**src/rtl/dac_pkg.sv**
```systemverilog
// Shared definitions for the DAC serial transmitter: frame geometry,
// power-down encodings and FSM state encoding.
package dac_pkg;

  localparam int FRAME_W = 16;
  localparam int DATA_W  = 12;
  localparam int BIT_W   = $clog2(FRAME_W);

  localparam logic [1:0] PD_NORMAL = 2'b00;
  localparam logic [1:0] PD_1K     = 2'b01;
  localparam logic [1:0] PD_100K   = 2'b10;
  localparam logic [1:0] PD_HIZ    = 2'b11;

  typedef enum logic [1:0] {
    IDLE  = 2'd0,
    SHIFT = 2'd1,
    QUIET = 2'd2
  } state_t;

  function automatic logic [FRAME_W-1:0] build_frame(input logic [1:0] pd,
                                                     input logic [DATA_W-1:0] sample);
    return {2'b00, pd, sample};
  endfunction

endpackage

```
**src/rtl/contador_medio_periodo.sv**
```systemverilog
// Half-period counter: tick marks the last cycle of each CLK_DIV-cycle slot,
// wrap toggles on every tick so callers can tell first and second halves apart.
module contador_medio_periodo
  import dac_pkg::*;
#(
  parameter int CLK_DIV = 5
) (
  input  logic Clock_Nexys,
  input  logic Reset,
  input  logic clear,
  input  logic enable,
  output logic tick,
  output logic wrap
);

  localparam int CW = (CLK_DIV > 1) ? $clog2(CLK_DIV) : 1;
  localparam logic [CW-1:0] LAST = CW'(CLK_DIV - 1);

  logic [CW-1:0] count;

  assign tick = enable && (count == LAST);

  always_ff @(posedge Clock_Nexys or negedge Reset) begin
    if (!Reset) begin
      count <= '0;
      wrap  <= 1'b0;
    end else if (clear) begin
      count <= '0;
      wrap  <= 1'b0;
    end else if (enable) begin
      if (count == LAST) begin
        count <= '0;
        wrap  <= ~wrap;
      end else begin
        count <= count + 1'b1;
      end
    end
  end

endmodule

```
**src/rtl/protocolo_dac.sv**
```systemverilog
// DAC121S101-style serial transmitter: 16-bit frame, SCLK from a clock-enable
// divider, SYNC framing and a quiet gap before the next frame.
module protocolo_dac
  import dac_pkg::*;
#(
  parameter int         CLK_DIV = 5,
  parameter logic [1:0] PD_MODE = PD_NORMAL
) (
  input  logic              Clock_Nexys,
  input  logic              Reset,
  input  logic              start,
  input  logic [DATA_W-1:0] Dato,
  output logic              busy,
  output logic              done,
  output logic              SYNC,
  output logic              SCLK,
  output logic              data_DAC
);

  state_t state, next_state;

  logic [FRAME_W-1:0] frame_in;
  logic [FRAME_W-2:0] shreg;
  logic [BIT_W-1:0]   bitcnt;
  logic               tick, wrap;
  logic               load, fall, shift, frame_end, quiet_end;

  assign frame_in = build_frame(PD_MODE, Dato);

  contador_medio_periodo #(
    .CLK_DIV (CLK_DIV)
  ) u_half (
    .Clock_Nexys (Clock_Nexys),
    .Reset       (Reset),
    .clear       (state == IDLE),
    .enable      (state != IDLE),
    .tick        (tick),
    .wrap        (wrap)
  );

  always_ff @(posedge Clock_Nexys or negedge Reset) begin
    if (!Reset) state <= IDLE;
    else        state <= next_state;
  end

  always_comb begin
    next_state = state;
    unique case (state)
      IDLE:    if (start)     next_state = SHIFT;
      SHIFT:   if (frame_end) next_state = QUIET;
      QUIET:   if (quiet_end) next_state = IDLE;
      default:                next_state = IDLE;
    endcase
  end

  // Falling SCLK edges leave data untouched; rising edges advance the bit or end the frame.
  always_comb begin
    load      = 1'b0;
    fall      = 1'b0;
    shift     = 1'b0;
    frame_end = 1'b0;
    quiet_end = 1'b0;
    unique case (state)
      IDLE:  load = start;
      SHIFT: if (tick) begin
               if (SCLK)             fall      = 1'b1;
               else if (bitcnt != '0) shift     = 1'b1;
               else                  frame_end = 1'b1;
             end
      QUIET: quiet_end = tick && wrap;
      default: ;
    endcase
  end

  always_ff @(posedge Clock_Nexys or negedge Reset) begin
    if (!Reset) begin
      shreg    <= '0;
      bitcnt   <= '0;
      busy     <= 1'b0;
      done     <= 1'b0;
      SYNC     <= 1'b1;
      SCLK     <= 1'b1;
      data_DAC <= 1'b0;
    end else begin
      done <= quiet_end;
      if (load) begin
        shreg    <= frame_in[FRAME_W-2:0];
        data_DAC <= frame_in[FRAME_W-1];
        bitcnt   <= BIT_W'(FRAME_W - 1);
        SYNC     <= 1'b0;
        SCLK     <= 1'b1;
        busy     <= 1'b1;
      end
      if (fall) SCLK <= 1'b0;
      if (shift) begin
        SCLK     <= 1'b1;
        shreg    <= {shreg[FRAME_W-3:0], 1'b0};
        data_DAC <= shreg[FRAME_W-2];
        bitcnt   <= bitcnt - 1'b1;
      end
      if (frame_end) begin
        SCLK     <= 1'b1;
        SYNC     <= 1'b1;
        data_DAC <= 1'b0;
      end
      if (quiet_end) busy <= 1'b0;
    end
  end

endmodule

```
**config.mk**
```make
export PLATFORM = sky130hd
export DESIGN_NAME = protocolo_dac
export DESIGN_NICKNAME = d
export VERILOG_FILES = /design/src/rtl/dac_pkg.sv /design/src/rtl/contador_medio_periodo.sv /design/src/rtl/protocolo_dac.sv
export SDC_FILE = /design/constraint.sdc
export NUM_CORES = 1
export LEC_CHECK = 0
export BUFFER_PORTS_ARGS = -buffer_cell sky130_fd_sc_hd__buf_2
export CORE_MARGIN = 5
export CORE_UTILIZATION = 26
export DETAILED_ROUTE_END_ITERATION = 12
export MAX_ROUTING_LAYER = met4
export PLACE_DENSITY = 0.45
export SLEW_MARGIN = 20
export SYNTH_ARGS = -nofsm -noshare
export SYNTH_HDL_FRONTEND = slang
export SYNTH_SLANG_ARGS = --single-unit
```
**constraint.sdc**
```tcl
create_clock -name Clock_Nexys -period 5.5 [get_ports Clock_Nexys]
set_clock_uncertainty 0.05 [all_clocks]
set_input_delay 0.825 -clock Clock_Nexys [delete_from_list [all_inputs] [get_ports Clock_Nexys]]
set_output_delay 0.825 -clock Clock_Nexys [all_outputs]
set_load 0.05 [all_outputs]
```
Word level (Yosys, flattened, before mapping)
Cells that the tools add are included.
{ "totals": {"ff_bits": 30, "latch_bits": 0, "mem_bits_rw": 0, "romBits": 0, "input_bits": 15, "out_inout_bits": 5, "n_memories": 0} }
{ "op_classes": {"add_sub_neg": 2, "multipliers": 0, "n_div": 0, "n_lt_le_gt_ge": 0, "n_eq_ne": 6, "shift": 0, "muxes": 36, "n_bitwise": 1, "n_reduce_logical": 14} }
{ "ops": {"columns": ["cell", "count"], "rows": [
  ["15-bit two-way mux", 2],
  ["1-bit two-way mux", 25],
  ["2-bit nonzero test", 6],
  ["3-bit two-way mux", 3],
  ["4-bit two-way mux", 2],
  ["4-bit nonzero test", 2],
  ["2-bit two-way mux", 3],
  ["2-bit inequality test (second input constant)", 3],
  ["2-bit one-hot mux with 3 select lines", 1],
  ["4-bit by 1-bit subtractor with 4-bit output (second input constant)", 1],
  ["3-bit by 1-bit adder with 3-bit output (second input constant)", 1],
  ["3-bit == test (second input constant)", 1],
  ["3-bit AND reduction", 1],
  ["3-bit nonzero test", 1],
  ["2-bit by 1-bit == test with 1-bit output (second input constant)", 1],
  ["2-bit == test (second input constant)", 1],
  ["1-bit logical AND", 2],
  ["2-bit zero test", 1],
  ["2-bit AND reduction", 1],
  ["1-bit NOT", 1]
]} }

Depth between registers and ports, before layout
{ "depth": {"depth_word": 7, "ltp_mapped": 7, "mapped_depth_nobuf": 5} }

Cells and area by module
A second synthesis with hierarchy kept.
{ "unflattened": {"hier_cells": 125, "area_unflattened_um2": 1420.1} }
{ "modules_own_cells": {"columns": ["module", "n_inst", "cells_each", "area_per_inst_um2", "seq_area_each_um2"], "rows": [
  ["protocolo_dac", 1, 104, 1207.4, 653.1],
  ["contador_medio_periodo", 1, 21, 212.7, 100.1]
]} }

Worst setup path after synthesis
OpenSTA, ideal clock, no wires.
{ "synth_timing": {"path_kind": "in2reg", "start": "input start", "end": "register shreg[10]", "setup_time_ns": 0.126, "arrival_ns": 1.708, "path_slack_ns": 3.616, "stages": 5, "n_path_buf": 2, "cell_sequence": "nor3b_1 -> clkbuf_1 -> buf_2 -> and2_1 -> a221o_2"} }
{ "synth_via": {"elab_chain_len": 2} }
{ "synth_lines": {"columns": ["element", "line", "source"], "rows": [
  ["from (decl)", "protocolo_dac.sv:11", "input logic start,"],
  ["1-bit two-way mux", "protocolo_dac.sv:63", "unique case (state)"],
  ["2-bit nonzero test (no line)", null, null],
  ["to (signal assigned)", "protocolo_dac.sv:87", "shreg <= frame_in[FRAME_W-2:0];"],
  ["to (signal assigned)", "protocolo_dac.sv:97", "shreg <= {shreg[FRAME_W-3:0], 1'b0};"],
  ["to (decl)", "protocolo_dac.sv:23", "logic [FRAME_W-2:0] shreg;"]
]} }
Every way passes these cells.
A chain may end at the register's enable or synchronous reset.

Final worst setup path
{ "layout_timing": {"start": "register state[0]", "end": "register shreg[12]"} }
{ "layout_via": {"elab_chain_len": 5, "elab_cells_between_ends": 9} }
{ "layout_lines": {"columns": ["element", "line", "source"], "rows": [
  ["from (decl)", "protocolo_dac.sv:20", "state_t state, next_state;"],
  ["from (signal assigned)", "protocolo_dac.sv:43", "else state <= next_state;"],
  ["2-bit nonzero test", "protocolo_dac.sv:36", ".enable (state != IDLE),"],
  ["1-bit logical AND", "contador_medio_periodo.sv:21", "assign tick = enable && (count == LAST);"],
  ["1-bit two-way mux", "protocolo_dac.sv:65", "SHIFT: if (tick) begin"],
  ["1-bit two-way mux", "protocolo_dac.sv:63", null],
  ["15-bit two-way mux or 2-bit nonzero test (tied branches)", null, null]
]} }
Parallel ways exist; a longest one is shown, timed or not.

==> metrics <==
IO Count=20; Max stage delay on crit path=between 0.6 and 0.7 ns; first-pass GRT wire length=roughly 4700 µm; IR drop worst, VDD=~130 µV; post-synthesis cell area=roughly 0.0014 mm²; CTS clk-pin slew, worst paths=0.07 ns; global route overflow=0; final setup fails=0; most common cell after layout, fill and taps aside=dfrtp_1; ys flop type=dfrtp_1; most frequent cells in the layout=dfrtp_1 (28), buf_2 (19), and2_1 (12); clock share of power=between 20% and 30%; Sink Count=30; Slew headroom=50.91%; ANT cells=0; num rows=26; CP startpoint kind=register; CTS root buf=clkbuf_8; largest net degree at the start of global routing=31; Synth Instances=122; Leakage=0.7700 nW; gr usage total=8.696%; Area Growth Syn to Fin=18.74%; Yosys warning count=0; vias per cell=4.604; slowest CP cell=nor3_4; largest fanout on the critical path=18; final max-slew violation count=0; Synth async-reset ratio=between 90% and 100%; worst hold path type=reg2reg; internal power=roughly 0.00055 W; CTS buffer count=5; status=completed; setup TNS=0 ns; Die H=83.78 µm; DRC Markers=0; Vias=just under 1000; Fmax=464.4 MHz; Starting Density=~27%; drt pass-1 iters=4; CP endpoint kind=register; drt initial violations=27; worst path cell trace=or3b_4, nor3_4, mux2_2; CP Data Arrival Time=approximately 2.3 ns; kind of critical path=reg2reg; vias in the first global route=between 1000 and 1500; CTS tree=yes; GP Congestion=a little over 0.7; Post-synth EDFFs=0; Least-Margin Pin Slew=approximately 0.73 ns; DRT antenna net count=0; clk_lat worst skew=around 0.28 ns; input/output buffers=19; core area=around 0.0052 mm²; post-DP HPWL=roughly 1900 µm; Clock Path Buffers=2; Comb pwr share=28.9%; Total Nets Final=159; Setup Buffers After CTS=0; H-tree levels=2; antenna violations before repair=0; max cap viols=0; CP Buf/Inv Count=0; post-cts sizing count=0; Final Hold Viols=0; cell family with most CP delay=simple AND/OR/NAND/NOR gates; switching part of the total=a little under a third; Avg Cell Area, Syn=between 10 and 15 µm²; Die Area=0.007018 mm²; RSZ-0062 raised after global routing=no; Critical Path RT=between 5 and 6 ns; sequential fraction of the synthesis area=roughly 53%; Syn Nets=140; minimum clock period=about 2.2 ns; cell area power density=just under 500 mW/mm²; #FFs+latches synth=30; sw power=roughly 0.00026 W; Yosys cell types=33; routed len/inst=approximately 13 µm; Final period util=~39%; share of layout cells above drive strength 1=between 30% and 40%; die width=83.78 µm; final wirelength=2665 µm; sequential share of power=roughly 45%; Power Total=0.0008115 W; CTS hold repair buffers=0
kinds of logic after synthesis:
group | count (synthesis) | share of synthesized area, %
xor+xnor | 3 | 1.857
compound gates | 22 | 13.26
fa+ha+maj | 3 | 2.653
simple gates | 43 | 18.39
flops | 30 | 53.23
buf+inv | 13 | 4.686
mux | 8 | 5.924
power groups by stage:
stage,clock (W),sequential [W],combinational [W]
final,0.000215,0.000362,0.000235
after detailed placement,0,0.000363,0.000240
after CTS,0.000223,0.000362,0.000238
after global placement,0,0.000363,0.000233
after global routing,0.000233,0.000374,0.000261
after floorplan,0,0.000376,0.000172
metrics by stage:
| stage | utilization (%) | instance area, µm² | hold slack (ns) | worst slack (ns) | cells |
|---|---|---|---|---|---|
| detailed placement | 29.95 | 1559 | 0.4159 | 2.630 | 204 |
| finish | 32.28 | 1680 | 0.4202 | 3.347 | 212 |
| CTS | 32.04 | 1668 | 0.4244 | 2.941 | 212 |
| global placement | 29.95 | 1559 | 0.4058 | 2.695 | 204 |
| global route | 32.28 | 1680 | 0.4532 | 3.228 | 212 |
| floorplan | - | 1415 | 0.3928 | 3.616 | 122 |
synthesized netlist by cell type, drive strengths merged, types with 2 or more instances:
cell    instances  area, µm²
clkbuf          2      7.510
xnor2           2      17.52
nand3           2      10.01
nor2            8      30.03
a221o          11      117.6
nand2           3      11.26
mux2i           5      50.05
buf             5      36.28
nor3b           5      37.54
a21oi           3      15.01
a31oi           2      12.51
nor3            5      36.29
inv             6      22.52
dfstp           2      52.55
dfrtp          28      700.7
ha              3      37.54
nor2b           3      18.77
and2           12      75.07
mux2            3      33.78
or3b            2      20.02
o21ai           3      15.01
final timing paths:
check / to / cells past startpoint / slack (ns) / start
max: shreg[12] / 3 / 3.35 / state[0]
max reg2reg: shreg[12] / 3 / 3.35 / state[0]
min reg2reg: u_half.count[0] / 1 / 0.42 / u_half.count[0]
min: u_half.count[0] / 1 / 0.42 / u_half.count[0]
max in group asynchronous: shreg[11] / 1 / 4.44 / Reset
min in group asynchronous: u_half.count[2] / 1 / 0.52 / Reset
registers in the layout (all words and copies together), names as in the netlist:
signal / count
SCLK: 1
shreg: 15
bitcnt: 4
data_DAC: 1
state: 2
u_half.count: 3
done: 1
SYNC: 1
u_half.wrap: 1
busy: 1
final cells by class:
class,count,area [µm²]
well taps,70,87.58
fillers,541,3525
clock buffers,5,68.82
repair buffers,19,95.09
flip-flops and latches,30,753.2
multi-input cells,79,613.1
inverters,6,22.52
clock inverters,3,40.04
metal layers:
layer  track usage [%]  up-vias  wire length, µm
li1                  -      471                -
met3             3.159        4              162
met4             4.971        0               32
met5                 -        -                0
met1             11.25      474             1374
met2             11.57       27             1095
worst register-to-register path, delay by kind of cell (launching register included):
| kind | cells | cell delay, ns |
|---|---|---|
| flip-flops | 1 | 0.51 |
| AND/OR/NAND/NOR | 2 | 1.07 |
| multiplexers | 1 | 0.42 |
Note: power is estimated with default switching activity, not from simulation.
